`config.mk`:
```
export PLATFORM = sky130hd
export DESIGN_NAME = audio_adc_deserializer
export DESIGN_NICKNAME = d
export VERILOG_FILES = /design/src/rtl/audio_pkg.sv /design/src/rtl/audio_in_fifo.sv /design/src/rtl/audio_adc_deserializer.sv
export SDC_FILE = /design/constraint.sdc
export NUM_CORES = 1
export LEC_CHECK = 0
export BUFFER_PORTS_ARGS = -buffer_cell sky130_fd_sc_hd__buf_2
export CAP_MARGIN = 20
export CORE_MARGIN = 1.5
export CORE_UTILIZATION = 62
export CTS_BUF_LIST = sky130_fd_sc_hd__clkbuf_8 sky130_fd_sc_hd__clkbuf_16
export DETAILED_ROUTE_END_ITERATION = 12
export GPL_ROUTABILITY_DRIVEN = 0
export PLACE_DENSITY = 0.76
export SETUP_SLACK_MARGIN = 0.02
export SYNTH_ARGS = -nofsm -noshare
export SYNTH_HDL_FRONTEND = slang
export SYNTH_HIERARCHICAL = 1
export SYNTH_SLANG_ARGS = --single-unit
```
`constraint.sdc`:
```
create_clock -name CLOCK_50 -period 10.21 [get_ports CLOCK_50]
set_input_delay 0 -clock CLOCK_50 [delete_from_list [all_inputs] [get_ports CLOCK_50]]
set_output_delay 0 -clock CLOCK_50 [all_outputs]
set_load 0.01 [all_outputs]
```
`src/rtl/audio_pkg.sv`:
```
// Shared constants and types for the audio ADC input path.
//   des_state_t    : deserializer state encoding
//   DEF_*          : default parameter values for the deserializer and FIFO
package audio_pkg;

    localparam int DEF_DATA_WIDTH = 32;
    localparam int DEF_FIFO_DEPTH = 8;
    localparam int DEF_I2S_DELAY  = 1;

    typedef enum logic [1:0] {
        ST_IDLE  = 2'd0,   // waiting for the first LRCK fall after reset
        ST_SKIP  = 2'd1,   // discarding the I2S delay bits
        ST_SHIFT = 2'd2,   // capturing sample bits
        ST_HOLD  = 2'd3    // half complete, extra bits ignored
    } des_state_t;

endpackage

```
`src/rtl/audio_in_fifo.sv`:
```
// Show-ahead FIFO of stereo pairs.
//   clk, rst_n : clock, async active-low reset
//   clear      : synchronous flush + overflow clear (beats push/pop)
//   push/wdata : write request and data; dropped when full unless popping
//   pop        : advance head; ignored when empty
//   rdata      : head entry (0 when empty)
//   empty      : no entries stored
//   count      : entries stored
//   overflow   : sticky, a push was dropped because the FIFO was full
module audio_in_fifo
    import audio_pkg::*;
#(
    parameter int WIDTH = 2 * DEF_DATA_WIDTH,
    parameter int DEPTH = DEF_FIFO_DEPTH
) (
    input  logic                     clk,
    input  logic                     rst_n,
    input  logic                     clear,
    input  logic                     push,
    input  logic [WIDTH-1:0]         wdata,
    input  logic                     pop,
    output logic [WIDTH-1:0]         rdata,
    output logic                     empty,
    output logic [$clog2(DEPTH):0]   count,
    output logic                     overflow
);

    localparam int AW = $clog2(DEPTH);

    logic [WIDTH-1:0] mem [DEPTH];
    logic [AW-1:0]    wr_ptr, rd_ptr;
    logic             full, pop_ok, push_ok;

    assign empty   = (count == '0);
    assign full    = (count == (AW+1)'(DEPTH));
    assign pop_ok  = pop & ~empty;
    // A pop in the same cycle frees the slot a full-FIFO push needs.
    assign push_ok = push & (~full | pop_ok);
    assign rdata   = empty ? '0 : mem[rd_ptr];

    always_ff @(posedge clk) begin
        if (push_ok && !clear)
            mem[wr_ptr] <= wdata;
    end

    // Pointers wrap naturally because DEPTH is a power of two.
    always_ff @(posedge clk or negedge rst_n) begin
        if (!rst_n) begin
            wr_ptr   <= '0;
            rd_ptr   <= '0;
            count    <= '0;
            overflow <= 1'b0;
        end else if (clear) begin
            wr_ptr   <= '0;
            rd_ptr   <= '0;
            count    <= '0;
            overflow <= 1'b0;
        end else begin
            if (push_ok) wr_ptr <= wr_ptr + AW'(1);
            if (pop_ok)  rd_ptr <= rd_ptr + AW'(1);
            case ({push_ok, pop_ok})
                2'b10:   count <= count + (AW+1)'(1);
                2'b01:   count <= count - (AW+1)'(1);
                default: count <= count;
            endcase
            if (push && !push_ok) overflow <= 1'b1;
        end
    end

endmodule

```
`src/rtl/audio_adc_deserializer.sv`:
```
// I2S ADC deserializer with stereo-pair FIFO.
//   CLOCK_50, reset          : system clock, async active-low reset
//   AUD_BCLK/ADCLRCK/ADCDAT  : codec serial interface (asynchronous)
//   clear_audio_in_memory    : flush FIFO, clear overflow
//   read_audio_in            : pop head pair
//   audio_in_available       : FIFO non-empty
//   left/right_channel_audio_in : head pair (show-ahead)
//   fifo_count, overflow     : FIFO occupancy and sticky drop flag
module audio_adc_deserializer
    import audio_pkg::*;
#(
    parameter int DATA_WIDTH = DEF_DATA_WIDTH,
    parameter int FIFO_DEPTH = DEF_FIFO_DEPTH,
    parameter int I2S_DELAY  = DEF_I2S_DELAY
) (
    input  logic                          CLOCK_50,
    input  logic                          reset,
    input  logic                          AUD_BCLK,
    input  logic                          AUD_ADCLRCK,
    input  logic                          AUD_ADCDAT,
    input  logic                          clear_audio_in_memory,
    input  logic                          read_audio_in,
    output logic                          audio_in_available,
    output logic [DATA_WIDTH-1:0]         left_channel_audio_in,
    output logic [DATA_WIDTH-1:0]         right_channel_audio_in,
    output logic [$clog2(FIFO_DEPTH):0]   fifo_count,
    output logic                          overflow
);

    localparam int CW  = $clog2(DATA_WIDTH + 1);
    localparam int SKW = $clog2(I2S_DELAY + 1) + 1;
    localparam logic [CW-1:0]  LAST_BIT = CW'(DATA_WIDTH - 1);
    localparam logic [SKW-1:0] SKIP_N   = SKW'(I2S_DELAY);

    // Synchronizers plus one extra flop each on BCLK/LRCK for edge detect.
    logic [1:0] bclk_sync, lrck_sync, dat_sync;
    logic       bclk_q, lrck_q;
    logic       bclk_rise, lrck_rise, lrck_fall, lrck_edge, dat_s;

    always_ff @(posedge CLOCK_50 or negedge reset) begin
        if (!reset) begin
            bclk_sync <= '0;
            lrck_sync <= '0;
            dat_sync  <= '0;
            bclk_q    <= 1'b0;
            lrck_q    <= 1'b0;
        end else begin
            bclk_sync <= {bclk_sync[0], AUD_BCLK};
            lrck_sync <= {lrck_sync[0], AUD_ADCLRCK};
            dat_sync  <= {dat_sync[0],  AUD_ADCDAT};
            bclk_q    <= bclk_sync[1];
            lrck_q    <= lrck_sync[1];
        end
    end

    assign bclk_rise = bclk_sync[1] & ~bclk_q;
    assign lrck_rise = lrck_sync[1] & ~lrck_q;
    assign lrck_fall = ~lrck_sync[1] & lrck_q;
    assign lrck_edge = lrck_rise | lrck_fall;
    assign dat_s     = dat_sync[1];

    des_state_t             state, state_nx;
    logic [CW-1:0]          bit_cnt;
    logic [SKW-1:0]         skip_cnt;
    logic [DATA_WIDTH-1:0]  sh, left_q, just;
    logic [2*DATA_WIDTH-1:0] pair_q;
    logic                   half_q;     // 0 = left half in progress
    logic                   have_left;  // left half of this frame closed
    logic                   push_q;
    logic                   skip_done, restart, shift_en, skip_inc;
    logic                   close_left, close_pair;

    assign skip_done = (skip_cnt >= SKIP_N);
    // Short halves: move the captured bits to the top, zeros below.
    assign just = sh << (CW'(DATA_WIDTH) - bit_cnt);

    always_ff @(posedge CLOCK_50 or negedge reset) begin
        if (!reset) state <= ST_IDLE;
        else        state <= state_nx;
    end

    always_comb begin
        state_nx = state;
        case (state)
            ST_IDLE: if (lrck_fall) state_nx = ST_SKIP;
            default: begin
                if (lrck_edge)     state_nx = ST_SKIP;
                else if (shift_en) state_nx = (bit_cnt == LAST_BIT) ? ST_HOLD : ST_SHIFT;
            end
        endcase
    end

    // The MSB is captured on the first BCLK rise after the delay bits,
    // while still in SKIP, so a zero delay needs no special case.
    always_comb begin
        restart    = (state == ST_IDLE) ? lrck_fall : lrck_edge;
        shift_en   = bclk_rise & ~lrck_edge &
                     ((state == ST_SHIFT) | ((state == ST_SKIP) & skip_done));
        skip_inc   = bclk_rise & ~lrck_edge & (state == ST_SKIP) & ~skip_done;
        close_left = (state != ST_IDLE) & lrck_rise & ~half_q;
        close_pair = (state != ST_IDLE) & lrck_fall & half_q & have_left;
    end

    always_ff @(posedge CLOCK_50 or negedge reset) begin
        if (!reset) begin
            bit_cnt   <= '0;
            skip_cnt  <= '0;
            sh        <= '0;
            left_q    <= '0;
            pair_q    <= '0;
            half_q    <= 1'b0;
            have_left <= 1'b0;
            push_q    <= 1'b0;
        end else begin
            push_q <= 1'b0;
            if (restart) begin
                bit_cnt   <= '0;
                skip_cnt  <= '0;
                sh        <= '0;
                half_q    <= lrck_sync[1];
                // Leaving IDLE also lands here with have_left cleared,
                // so a partial frame before the first fall is never paired.
                have_left <= close_left;
                if (close_left) left_q <= just;
                if (close_pair) begin
                    push_q <= 1'b1;
                    pair_q <= {left_q, just};
                end
            end else if (shift_en) begin
                sh      <= {sh[DATA_WIDTH-2:0], dat_s};
                bit_cnt <= bit_cnt + CW'(1);
            end else if (skip_inc) begin
                skip_cnt <= skip_cnt + SKW'(1);
            end
        end
    end

    logic                    fifo_empty;
    logic [2*DATA_WIDTH-1:0] head;

    audio_in_fifo #(
        .WIDTH (2 * DATA_WIDTH),
        .DEPTH (FIFO_DEPTH)
    ) u_fifo (
        .clk      (CLOCK_50),
        .rst_n    (reset),
        .clear    (clear_audio_in_memory),
        .push     (push_q),
        .wdata    (pair_q),
        .pop      (read_audio_in),
        .rdata    (head),
        .empty    (fifo_empty),
        .count    (fifo_count),
        .overflow (overflow)
    );

    assign audio_in_available     = ~fifo_empty;
    assign left_channel_audio_in  = head[2*DATA_WIDTH-1:DATA_WIDTH];
    assign right_channel_audio_in = head[DATA_WIDTH-1:0];

endmodule
```
==> results.md <==
- The flow ran to the end, and the final reports show no timing, DRC or antenna violations.
- The maximum number of pins on one net before global-route repair is 68.
- The internal power is 4700 uW.
- After detailed routing, the total wire length is 59300 um.
- The per-cell routed wire length is 24.8 um.
- The clock-pin slew of the registers on the worst-case setup and hold paths is 0.06 ns.
- Max-cap violations in this run came to 0.
- Of the cells placed in the final design, the portion with a size suffix greater than 1 is 0.253.
- The height of the chip is 215 um.
- The clock passes through at most 3 buffers.
- The number of pins with negative max-slew slack in the final report came to 0.
- The prevailing post-synth register cell is edfxtp_1.
- The final hold violation count was 0.
- For this design the static power due to leakage is 0.0112 uW.
- The detail route stage leaves a number of antenna-violating nets equal to 0.
- The power share of the combinational group is 0.074.
- The final worst setup slack is 6.48 ns.
- The start of the worst register-to-register path is bit_cnt[1].
- The library cell used most frequently in the layout, excluding fill and tap cells, is edfxtp_1.
- TritonCTS created 69 clock buffers.
- The area growth from synthesis to layout is 11.7%.
- The count of unresolved DRC violations after routing is 0.
- The number of port buffers is 76.
- At the worst endpoint, the required time is 10.21 ns.
- TritonCTS built the clock tree.
- Setup violations remaining at the end of the flow were counted as 0.
- In this run the power spent charging and discharging nets is 1400 uW.
- The clock share of power is 0.399.
- Using the TritonRoute via totals, the vias-per-cell ratio works out to 6.43.
- The nature of the critical path endpoint is a primary output.
- The path category of the worst min-delay check is in -> reg.
- The tree is rooted in a clkbuf_16.
- The number of global-route vias before repair is 15600.
- The post-synthesis cell count is 1652.
- The total power divided by cell area is 195 nW/um^2.
- The floorplan step defined a die boundary enclosing 46400 um^2.
- Yosys mapped a number of flops with a built-in enable equal to 512.
- The type of origin of the critical path is a register.
- The switching power share of the total is 0.229.
- For this run, the detailed router's first-pass iteration total came to 5.
- Adding up every negative setup slack in the final design gives 0 ns.
- The share of total power dissipated in sequential elements is 0.527.
- The first-pass GRT wire length is 92500 um.
- The clock insertion delay at the later pin of the skew report is 0.60 ns.
- Yosys printed 6 warnings.
- The tightest slew margin relative to the limit is 0.292.
- The final clock period utilization by the worst path is 0.366.
- After clock tree synthesis, the setup repair step added 0 buffers.
- The detailed placer's ending HPWL is 33600 um.
- Of all nets on the critical path, the largest fanout is 48.
- The standard-cell row count is 77.
- In this run, post-CTS repair resized a total of 0 instances.
- Data on the critical path arrives at its endpoint at 3.73 ns.
- The total routing usage reported by global routing is 0.265.
- The library cells used most frequently in the layout, excluding fill and tap cells, are edfxtp_1 (512), nand2_1 (204), mux4_2 (159), dfrtp_1 (156), nor2_1 (124).
- The worst reg-to-reg path cell count is 7.
- The clock net in this run drives a total of 672 sinks.
- The clock arrives with 0.0173 ns of skew.
- The die width is 215 um.
- The highest layer used for signal routing is met4.
- The overflow left after global routing is 0.
- The share of flip-flops with an asynchronous set or reset is 0.238.
- The area of the mapped netlist is 28000 um^2.
- The maximum VDD drop is 139 uV.
- The met2 wirelength from detailed routing is 30100 um.
- The maximum level of the CTS H-tree is 3.
- The number of antenna violations at the first check in global routing is 0.
- Setup repair after global routing left no endpoint under its margin.
- The pre-CTS worst setup slack is 6.82 ns.
- The area of the core is 44300 um^2.
- The met3 wirelength from detailed routing is 4260 um.
- The most critical setup path has its endpoint at right_channel_audio_in[23].
- The number of diodes is 0.
- For this run, the top clock speed supported by timing is 268 MHz.
- The routed length on met1 is 23700 um.
- The number of nets handed over by synthesis was 1669.
- In this run the count of I/O pins placed on the die edge is 77.
- The critical path starts at u_fifo/rd_ptr[0].
- The count of routing violations after the opening detailed-route iteration is 1560.
- Counting flops and latches in the post-synthesis netlist gives 672.
- Of the synthesized area, sequential elements account for 0.693.
- The slew of the pin with the lowest slew margin is 1.06 ns.
- The initial utilization of the core area, before any placement, comes to 0.631.
- The clock period could shrink to 3.73 ns.
- The routed via count is 15300.
- Dividing the synthesized area by the synthesized cell count gives 16.9 um^2.
- The count of unique library cells instantiated by Yosys is 76.
- In this run the critical register-to-register path is captured at pair_q[31].
- The kind of critical path is reg -> out.
- Across all register-to-register paths, the minimum setup slack is 6.79 ns.
- The filler cells instantiated in the layout total 2737.
- The number of nets in the final layout is 1755.
- Counting instances, the worst hold path has a depth of 2.
-- Yosys cell counts, types with 5 or more instances --
| cell type | instances | share of area |
|---|---|---|
| a31o_2 | 5 | 0.0016 |
| xnor2_1 | 6 | 0.0019 |
| buf_4 | 21 | 0.0056 |
| o21ai_0 | 25 | 0.0045 |
| nor2_1 | 127 | 0.017 |
| mux2_2 | 41 | 0.017 |
| a21oi_1 | 14 | 0.0025 |
| edfxtp_1 | 512 | 0.55 |
| a211oi_1 | 6 | 0.0016 |
| clkbuf_1 | 45 | 0.0060 |
| nand2b_1 | 6 | 0.0013 |
| inv_1 | 12 | 0.0016 |
| a22o_1 | 8 | 0.0025 |
| o21a_1 | 6 | 0.0016 |
| xor2_1 | 6 | 0.0019 |
| ha_1 | 9 | 0.0040 |
| nand2_1 | 204 | 0.027 |
| mux4_2 | 159 | 0.13 |
| mux2i_1 | 75 | 0.027 |
| nor2b_1 | 6 | 0.0013 |
| nor3_1 | 10 | 0.0018 |
| buf_2 | 20 | 0.0036 |
| nand3_1 | 42 | 0.0075 |
| dfrtp_1 | 160 | 0.14 |
| mux4_1 | 5 | 0.0047 |
| buf_1 | 9 | 0.0012 |
| a31oi_1 | 24 | 0.0054 |
-- worst min-delay path by stage --
stage                     slack (ns)        start      endpoint
after floorplan                -0.30        reset        bclk_q
after global placement        -0.007        reset  bclk_sync[0]
after detailed placement      0.0001        reset  lrck_sync[0]
after CTS                       0.02     AUD_BCLK  bclk_sync[0]
after global routing            0.04   AUD_ADCDAT   dat_sync[0]
final                           0.04  AUD_ADCLRCK  lrck_sync[0]
-- power by group through the flow --
stage	Clock, uW	Combinational, uW	Sequential [uW]
after CTS	2460	460	3220
after floorplan	0	373	3190
after global routing	2570	498	3230
after global placement	0	443	3270
after detailed placement	0	452	3270
final	2430	454	3220
-- cells by family after synthesis --
family                     after synthesis  share of synthesized area
xor gates and xnor gates                12                    0.00376
adders and majority gates               10                    0.00474
DFF                                    672                      0.693
and+or+nand+nor                        435                     0.0679
AOI/OAI and AO/OA                      124                     0.0317
buffers and inverters                  115                     0.0206
muxes                                  284                      0.178
-- flip-flops by register name, indices dropped and copies added (netlist names), 2 cells and up --
name and count:
sh 32, u_fifo/rd_ptr 3, bclk_sync 2, left_q 32, bit_cnt 6, state 2, pair_q 64, u_fifo/count 4
u_fifo/wr_ptr 3, dat_sync 2, u_fifo/mem 512, skip_cnt 2, lrck_sync 2
-- layer usage --
| metal | vias up | GRT usage |
|---|---|---|
| met4 | 0 | 0.0816 |
| met3 | 88 | 0.0371 |
| met1 | 7980 | 0.373 |
| met2 | 683 | 0.438 |
| li1 | 6587 | - |
| met5 | - | 0 |
-- cell type report --
class / instances / area (um^2) / share of cell area
multi-input combinational: 865 / 8080 / 0.259
tap: 592 / 741 / 0.0237
timing repair buffer: 115 / 739 / 0.0237
clock inverter: 53 / 388 / 0.0124
sequential: 672 / 19400 / 0.621
inverter: 15 / 56.3 / 0.00180
clock buffer: 74 / 1830 / 0.0586
-- metrics by stage --
| step | cells | utilization | power [uW] | cell area (um^2) | hold slack (ns) |
|---|---|---|---|---|---|
| after floorplan | 1652 | - | 3560 | 28000 | -0.296 |
| after global placement | 2249 | 0.652 | 3710 | 28900 | -0.00667 |
| after detailed placement | 2249 | 0.652 | 3720 | 28900 | 0.000113 |
| after CTS | 2385 | 0.704 | 6140 | 31200 | 0.0173 |
| after global routing | 2386 | 0.705 | 6300 | 31200 | 0.0360 |
| final | 2386 | 0.705 | 6100 | 31200 | 0.0406 |
-- what timing repair did --
action / 4_1_cts / 5_1_grt
hold endpoints to repair: 68 / 0
endpoints found under the setup margin: 0 / 0
hold buffers: 9 / 0
-- worst max-delay path: stages (launching register included) --
cell and delay (ns):
dfrtp_4 1.05, buf_4 0.86, mux4_2 0.61, mux2i_1 0.24, nor2_1 0.08, buf_2 0.18
No activity file was read; power rests on OpenSTA's default activity.
